<file path="config.mk">
export PLATFORM = sky130hd
export DESIGN_NAME = scroll_ctrl
export DESIGN_NICKNAME = d
export VERILOG_FILES = /design/src/rtl/dino_pkg.sv /design/src/rtl/frame_tick_gen.sv /design/src/rtl/scroll_ctrl.sv
export SDC_FILE = /design/constraint.sdc
export NUM_CORES = 1
export LEC_CHECK = 0
export ABC_AREA = 1
export CAP_MARGIN = 25
export CORE_MARGIN = 3
export CORE_UTILIZATION = 54
export CTS_CLUSTER_SIZE = 40
export DETAILED_ROUTE_END_ITERATION = 10
export MAX_ROUTING_LAYER = met4
export PLACE_DENSITY = 0.8
export SYNTH_ARGS = -nofsm -noshare
export SYNTH_HDL_FRONTEND = slang
export SYNTH_SLANG_ARGS = --single-unit
</file>
<file path="constraint.sdc">
create_clock -name clk -period 1.5 [get_ports clk]
set_input_delay 0.3 -clock clk [delete_from_list [all_inputs] [get_ports clk]]
set_output_delay 0.3 -clock clk [all_outputs]
set_load 0.02 [all_outputs]
</file>
<file path="src/rtl/dino_pkg.sv">
// dino_pkg: shared state encoding and datapath widths for the dino game (scroll_ctrl, Ground)
package dino_pkg;
  localparam int SPEED_W = 4;
  localparam int POS_W = 6;
  localparam int SCORE_W = 14;
`ifdef SCROLL_PAUSE_EN
  typedef enum logic [1:0] {ST_IDLE, ST_RUN, ST_OVER, ST_PAUSE} state_e;
`else
  typedef enum logic [1:0] {ST_IDLE, ST_RUN, ST_OVER} state_e;
`endif
endpackage

</file>
<file path="src/rtl/frame_tick_gen.sv">
// frame_tick_gen: registered rising-edge detector on fresh; ports clk, rst, fresh -> frame_tick (one-cycle pulse)
module frame_tick_gen (
  input  logic clk,
  input  logic rst,
  input  logic fresh,
  output logic frame_tick
);
  logic fresh_q, tick_q;
  always_ff @(posedge clk) begin
    if (rst) begin
      fresh_q <= 1'b0;
      tick_q <= 1'b0;
    end else begin
      fresh_q <= fresh;
      tick_q <= fresh & ~fresh_q;
    end
  end
  assign frame_tick = tick_q;
endmodule

</file>
<file path="src/rtl/scroll_ctrl.sv">
// scroll_ctrl: dino game FSM plus per-frame scroll/speed/score; ports clk, rst, fresh, start_btn, collision -> game_status, game_over, speed, ground_position, score, frame_tick; SCROLL_PAUSE_EN adds a PAUSE state
module scroll_ctrl
  import dino_pkg::*;
#(
  parameter int unsigned INIT_SPEED = 1,
  parameter int unsigned MAX_SPEED = 15,
  parameter int unsigned STEP_FRAMES = 256,
  parameter int unsigned SCORE_MAX = 9999
) (
  input  logic clk,
  input  logic rst,
  input  logic fresh,
  input  logic start_btn,
  input  logic collision,
  output logic game_status,
  output logic game_over,
  output logic [SPEED_W-1:0] speed,
  output logic [POS_W-1:0] ground_position,
  output logic [SCORE_W-1:0] score,
  output logic frame_tick
);
  localparam int CNT_W = STEP_FRAMES > 1 ? $clog2(STEP_FRAMES) : 1;
  state_e state_q, state_d;
  logic [SPEED_W-1:0] speed_q, speed_d;
  logic [POS_W-1:0] pos_q, pos_d;
  logic [SCORE_W-1:0] score_q, score_d;
  logic [CNT_W-1:0] cnt_q, cnt_d;
  logic armed_q, armed_d;
  logic load, step_end;
  frame_tick_gen u_tick (
    .clk(clk),
    .rst(rst),
    .fresh(fresh),
    .frame_tick(frame_tick)
  );
`ifdef SCROLL_PAUSE_EN
  logic start_q, start_rise;
  always_ff @(posedge clk) start_q <= rst ? 1'b0 : start_btn;
  assign start_rise = start_btn & ~start_q;
`endif
  assign step_end = cnt_q == CNT_W'(STEP_FRAMES - 1);
  always_comb begin
    state_d = state_q;
    armed_d = armed_q;
    speed_d = speed_q;
    pos_d = pos_q;
    score_d = score_q;
    cnt_d = cnt_q;
    load = 1'b0;
    case (state_q)
      ST_IDLE: begin
        load = start_btn;
        state_d = start_btn ? ST_RUN : ST_IDLE;
      end
      ST_RUN:
        if (collision) begin
          state_d = ST_OVER;
          armed_d = 1'b0;
        end
`ifdef SCROLL_PAUSE_EN
        else if (start_rise) state_d = ST_PAUSE;
`endif
        else if (frame_tick) begin
          // position advances by the speed in force before this frame's ramp
          pos_d = pos_q + POS_W'(speed_q);
          score_d = score_q == SCORE_W'(SCORE_MAX) ? score_q : score_q + SCORE_W'(1);
          cnt_d = step_end ? '0 : cnt_q + CNT_W'(1);
          speed_d = step_end && speed_q != SPEED_W'(MAX_SPEED) ? speed_q + SPEED_W'(1) : speed_q;
        end
      ST_OVER: begin
        // restart needs a released button first so a held press cannot auto-restart
        load = armed_q & start_btn;
        state_d = load ? ST_RUN : ST_OVER;
        armed_d = armed_q | ~start_btn;
      end
`ifdef SCROLL_PAUSE_EN
      ST_PAUSE: state_d = start_rise ? ST_RUN : ST_PAUSE;
`endif
      default: state_d = ST_IDLE;
    endcase
    if (load) begin
      speed_d = SPEED_W'(INIT_SPEED);
      pos_d = '0;
      score_d = '0;
      cnt_d = '0;
    end
  end
  always_ff @(posedge clk) begin
    if (rst) begin
      state_q <= ST_IDLE;
      armed_q <= 1'b0;
      speed_q <= '0;
      pos_q <= '0;
      score_q <= '0;
      cnt_q <= '0;
    end else begin
      state_q <= state_d;
      armed_q <= armed_d;
      speed_q <= speed_d;
      pos_q <= pos_d;
      score_q <= score_d;
      cnt_q <= cnt_d;
    end
  end
  assign game_status = state_q == ST_RUN;
  assign game_over = state_q == ST_OVER;
  assign speed = speed_q;
  assign ground_position = pos_q;
  assign score = score_q;
endmodule

</file>
==> flow_summary.toml <==
[route]
route.antenna.remaining_nets = 0
wl_per_cell_microns = 12.8
viasPerCell = 5.24
drcViolationCount = 0
routed_wl_microns = 5480
drt_iter0_drc = 243
firstDrtPassIters = 4
via_count = 2241

[clock_network]
h-tree-depth = 2
clockRootBuffer = "clkbuf_8"
cts.clk_slew.worst_paths_ns = 0.07
clkSinkCount = 37
cts_tree = "built"
cts_buffers = 5
clock_latency_ns = 0.29
clockBufferDepth = 2
cts_hold_buf = 0

[pwr]
power.density_nw_per_um2 = 668
clock_power_share_pct = 36.3
combPwrFrac_pct = 9.5
p_seq_share_pct = 54.2
power.internal_mw = 1.39
p_switching_mw = 0.456
power_leakage_nw = 1.23
ir_worst_vdd_v = 0.000671
p_sw_share_pct = 24.7

[min_path]
min_path_cells = 1
hp-class = "flip-flop to flip-flop"
whs_endpoint = "u_tick.frame_tick"
worst_hold_startpoint = "u_tick.fresh_q"

[finish]
area_growth_syn_to_layout_pct = 32.5
insertedDiodeCount = 0
multi_input_area_sq_um = 1180
finalNonFillerCells = 428
fillers = 296
ff_latch_area_sq_um = 747
drive_gt1_share_pct = 18.1
nets = 394

[critical_path]
crit_path_end_kind = "flip-flop"
cp.required_ns = 1.67
crit_type = "flip-flop to flip-flop"
r2r_cells = 6
arrival_ns = 1.61
timing.rr.end = "ground_position[4]"
rr_startpoint = "ground_position[0]"
worstPathMaxFanout = 3
start_kind = "flip-flop"
rrSetupSlack_ns = 0.06

[timing]
period_share_pct = 96.1
min_period_ns = 1.44
hold_slack_ns = 0.395
finClkSkew_ns = 0.0118
max_slew_margin_pct = 79.1
finalHoldViolCount = 0
setup_viol = 0
drv_slew = 0
worst_pin_slew_ns = 0.312
max_freq_mhz = 694

[global_routing]
grt_first_pass_wirelength_microns = 8910
antenna_found_initial = 0
gr-usage-all-layers_pct = 26.1
grt_overflow_total = 0
grt_max_degree = 14
grt_pass1_vias = 2053

[synthesis]
ys_warn_count = 0
synth_fp_nets = 328
synth_edf_count = 0
ys.flop_type = "dfxtp_1"
synth_top_area_share_pct = 35.5
ys_ff_latch = 37
avgSynthCellArea_sq_um = 6.63
ys_types = 26
synthCells = 315
yosysMostFrequentCell = "nand2_1"
synth.cell_area_sq_um = 2090
ys_seq_area_share_pct = 35.5
async_reset_ff_share_pct = 0
ys_top_cells_by_count = "nand2_1 (83), inv_1 (43), nor2_1 (39)"
yosysTopAreaCell = "dfxtp_1"
synth_area_leaders = "dfxtp_1 (35%), nand2_1 (15%), inv_1 (7.7%)"

[floorplan]
die_area_sq_um = 4650
core_area_sq_um = 3520
placementRows = 21
num_io_pins = 32
die_h_microns = 68.2
dieWidth_microns = 68.2
initial_core_util_pct = 59.3

[placed_design]
hpwl_microns = 4040
place_congestion = 0.900
dpl.cell_count = 414
port_buffers = 31

[outcome]
status = "finished clean"

[run]
max_cap_violations = 0
-- worst max-delay path, cell delays in order (launching register included) --
cell and delay, ns:
dfxtp_1 0.34, ha_1 0.23, fa_2 0.38, nand3_1 0.09, a21oi_1 0.08, o21ai_0 0.15, a21oi_1 0.05
-- metrics by stage --
step | area [sq um] | setup slack, ns | total power, mW | util [%] | setup TNS, ns
floorplan | 2090 | 0.0495 | 1.10 | - | 0
global placement | 2630 | -0.196 | 1.19 | 74.8 | -4.76
detailed placement | 2630 | -0.241 | 1.20 | 74.8 | -5.40
CTS | 2680 | 0.00971 | 1.85 | 76.2 | 0
global route | 2770 | -0.0169 | 1.92 | 78.5 | -0.0515
finish | 2770 | 0.0582 | 1.85 | 78.5 | 0
-- layer usage --
metal	track usage (%)	wire, microns	vias to the layer above
li1	-	-	1142
met1	29.7	2290	1028
met2	45.0	2790	65
met3	4.60	323	6
met4	10.7	69	0
met5	-	0	-
-- cell type report --
cell class,instances,area share (%)
Clock buffer,6,2.62
Clock inverter,2,0.362
Inverter,44,5.97
Multi-Input combinational cell,229,42.8
Sequential cell,37,27.0
Tap cell,46,2.08
Timing Repair Buffer,64,19.1
-- power groups by stage --
| stage | registers (mW) | logic (mW) | clock network [mW] |
|---|---|---|---|
| after global routing | 1.00 | 0.193 | 0.723 |
| final | 1.00 | 0.175 | 0.671 |
| after floorplan | 1.03 | 0.0722 | 0 |
| after global placement | 1.02 | 0.167 | 0 |
| after CTS | 1.00 | 0.167 | 0.680 |
| after detailed placement | 1.02 | 0.172 | 0 |
-- how the worst max path moves through the flow --
| stage | start | endpoint | slack [ns] | cells after the start |
|---|---|---|---|---|
| after CTS | speed[0] | ground_position[4] | 0.01 | 6 |
| after global routing | score[8] | score[5] | -0.02 | 6 |
| after global placement | start_btn | score[11] | -0.20 | 7 |
| final | ground_position[0] | ground_position[4] | 0.06 | 6 |
| after detailed placement | collision | score[2] | -0.24 | 8 |
| after floorplan | ground_position[0] | ground_position[4] | 0.05 | 6 |
-- flip-flops by register name, summed over array words and instances, names as in the netlist --
signal             count
u_tick.fresh_q         1
speed                  4
u_tick.frame_tick      1
ground_position        6
score                 14
cnt_q                  8
armed_q                1
state_q                2
-- repair_timing --
item,CTS,global route
setup endpoints to repair,27,29
pin swaps,0,5
buffers inserted,0,5
gates cloned,0,1
resized for setup,28,24
-- logic make-up (layout without fill, tap and decap cells) --
| family | after synthesis | after routing | share of synthesized area (%) |
|---|---|---|---|
| AO/OA/AOI/OAI | 47 | 47 | 11.8 |
| buffers and inverters | 50 | 116 | 10.3 |
| adder cells (fa/ha/maj) | 8 | 8 | 5.16 |
| flip-flops | 37 | 37 | 35.5 |
| XOR/XNOR | 6 | 6 | 2.52 |
| AND/OR/NAND/NOR | 167 | 168 | 34.8 |
-- placed cells by master, fill, tap and decap left out, types with 8 or more instances in the layout --
cell type      Yosys  layout
dlygate4sd2_1      0      25
inv_1             43      41
nand4_1           11      11
dfxtp_1           37      32
nand3_1           25      22
nand2_1           83      82
nor2_1            39      36
buf_4              0      32
o21ai_0           13       8
a21oi_1           30      30
Note: power is estimated with default switching activity, not from simulation.
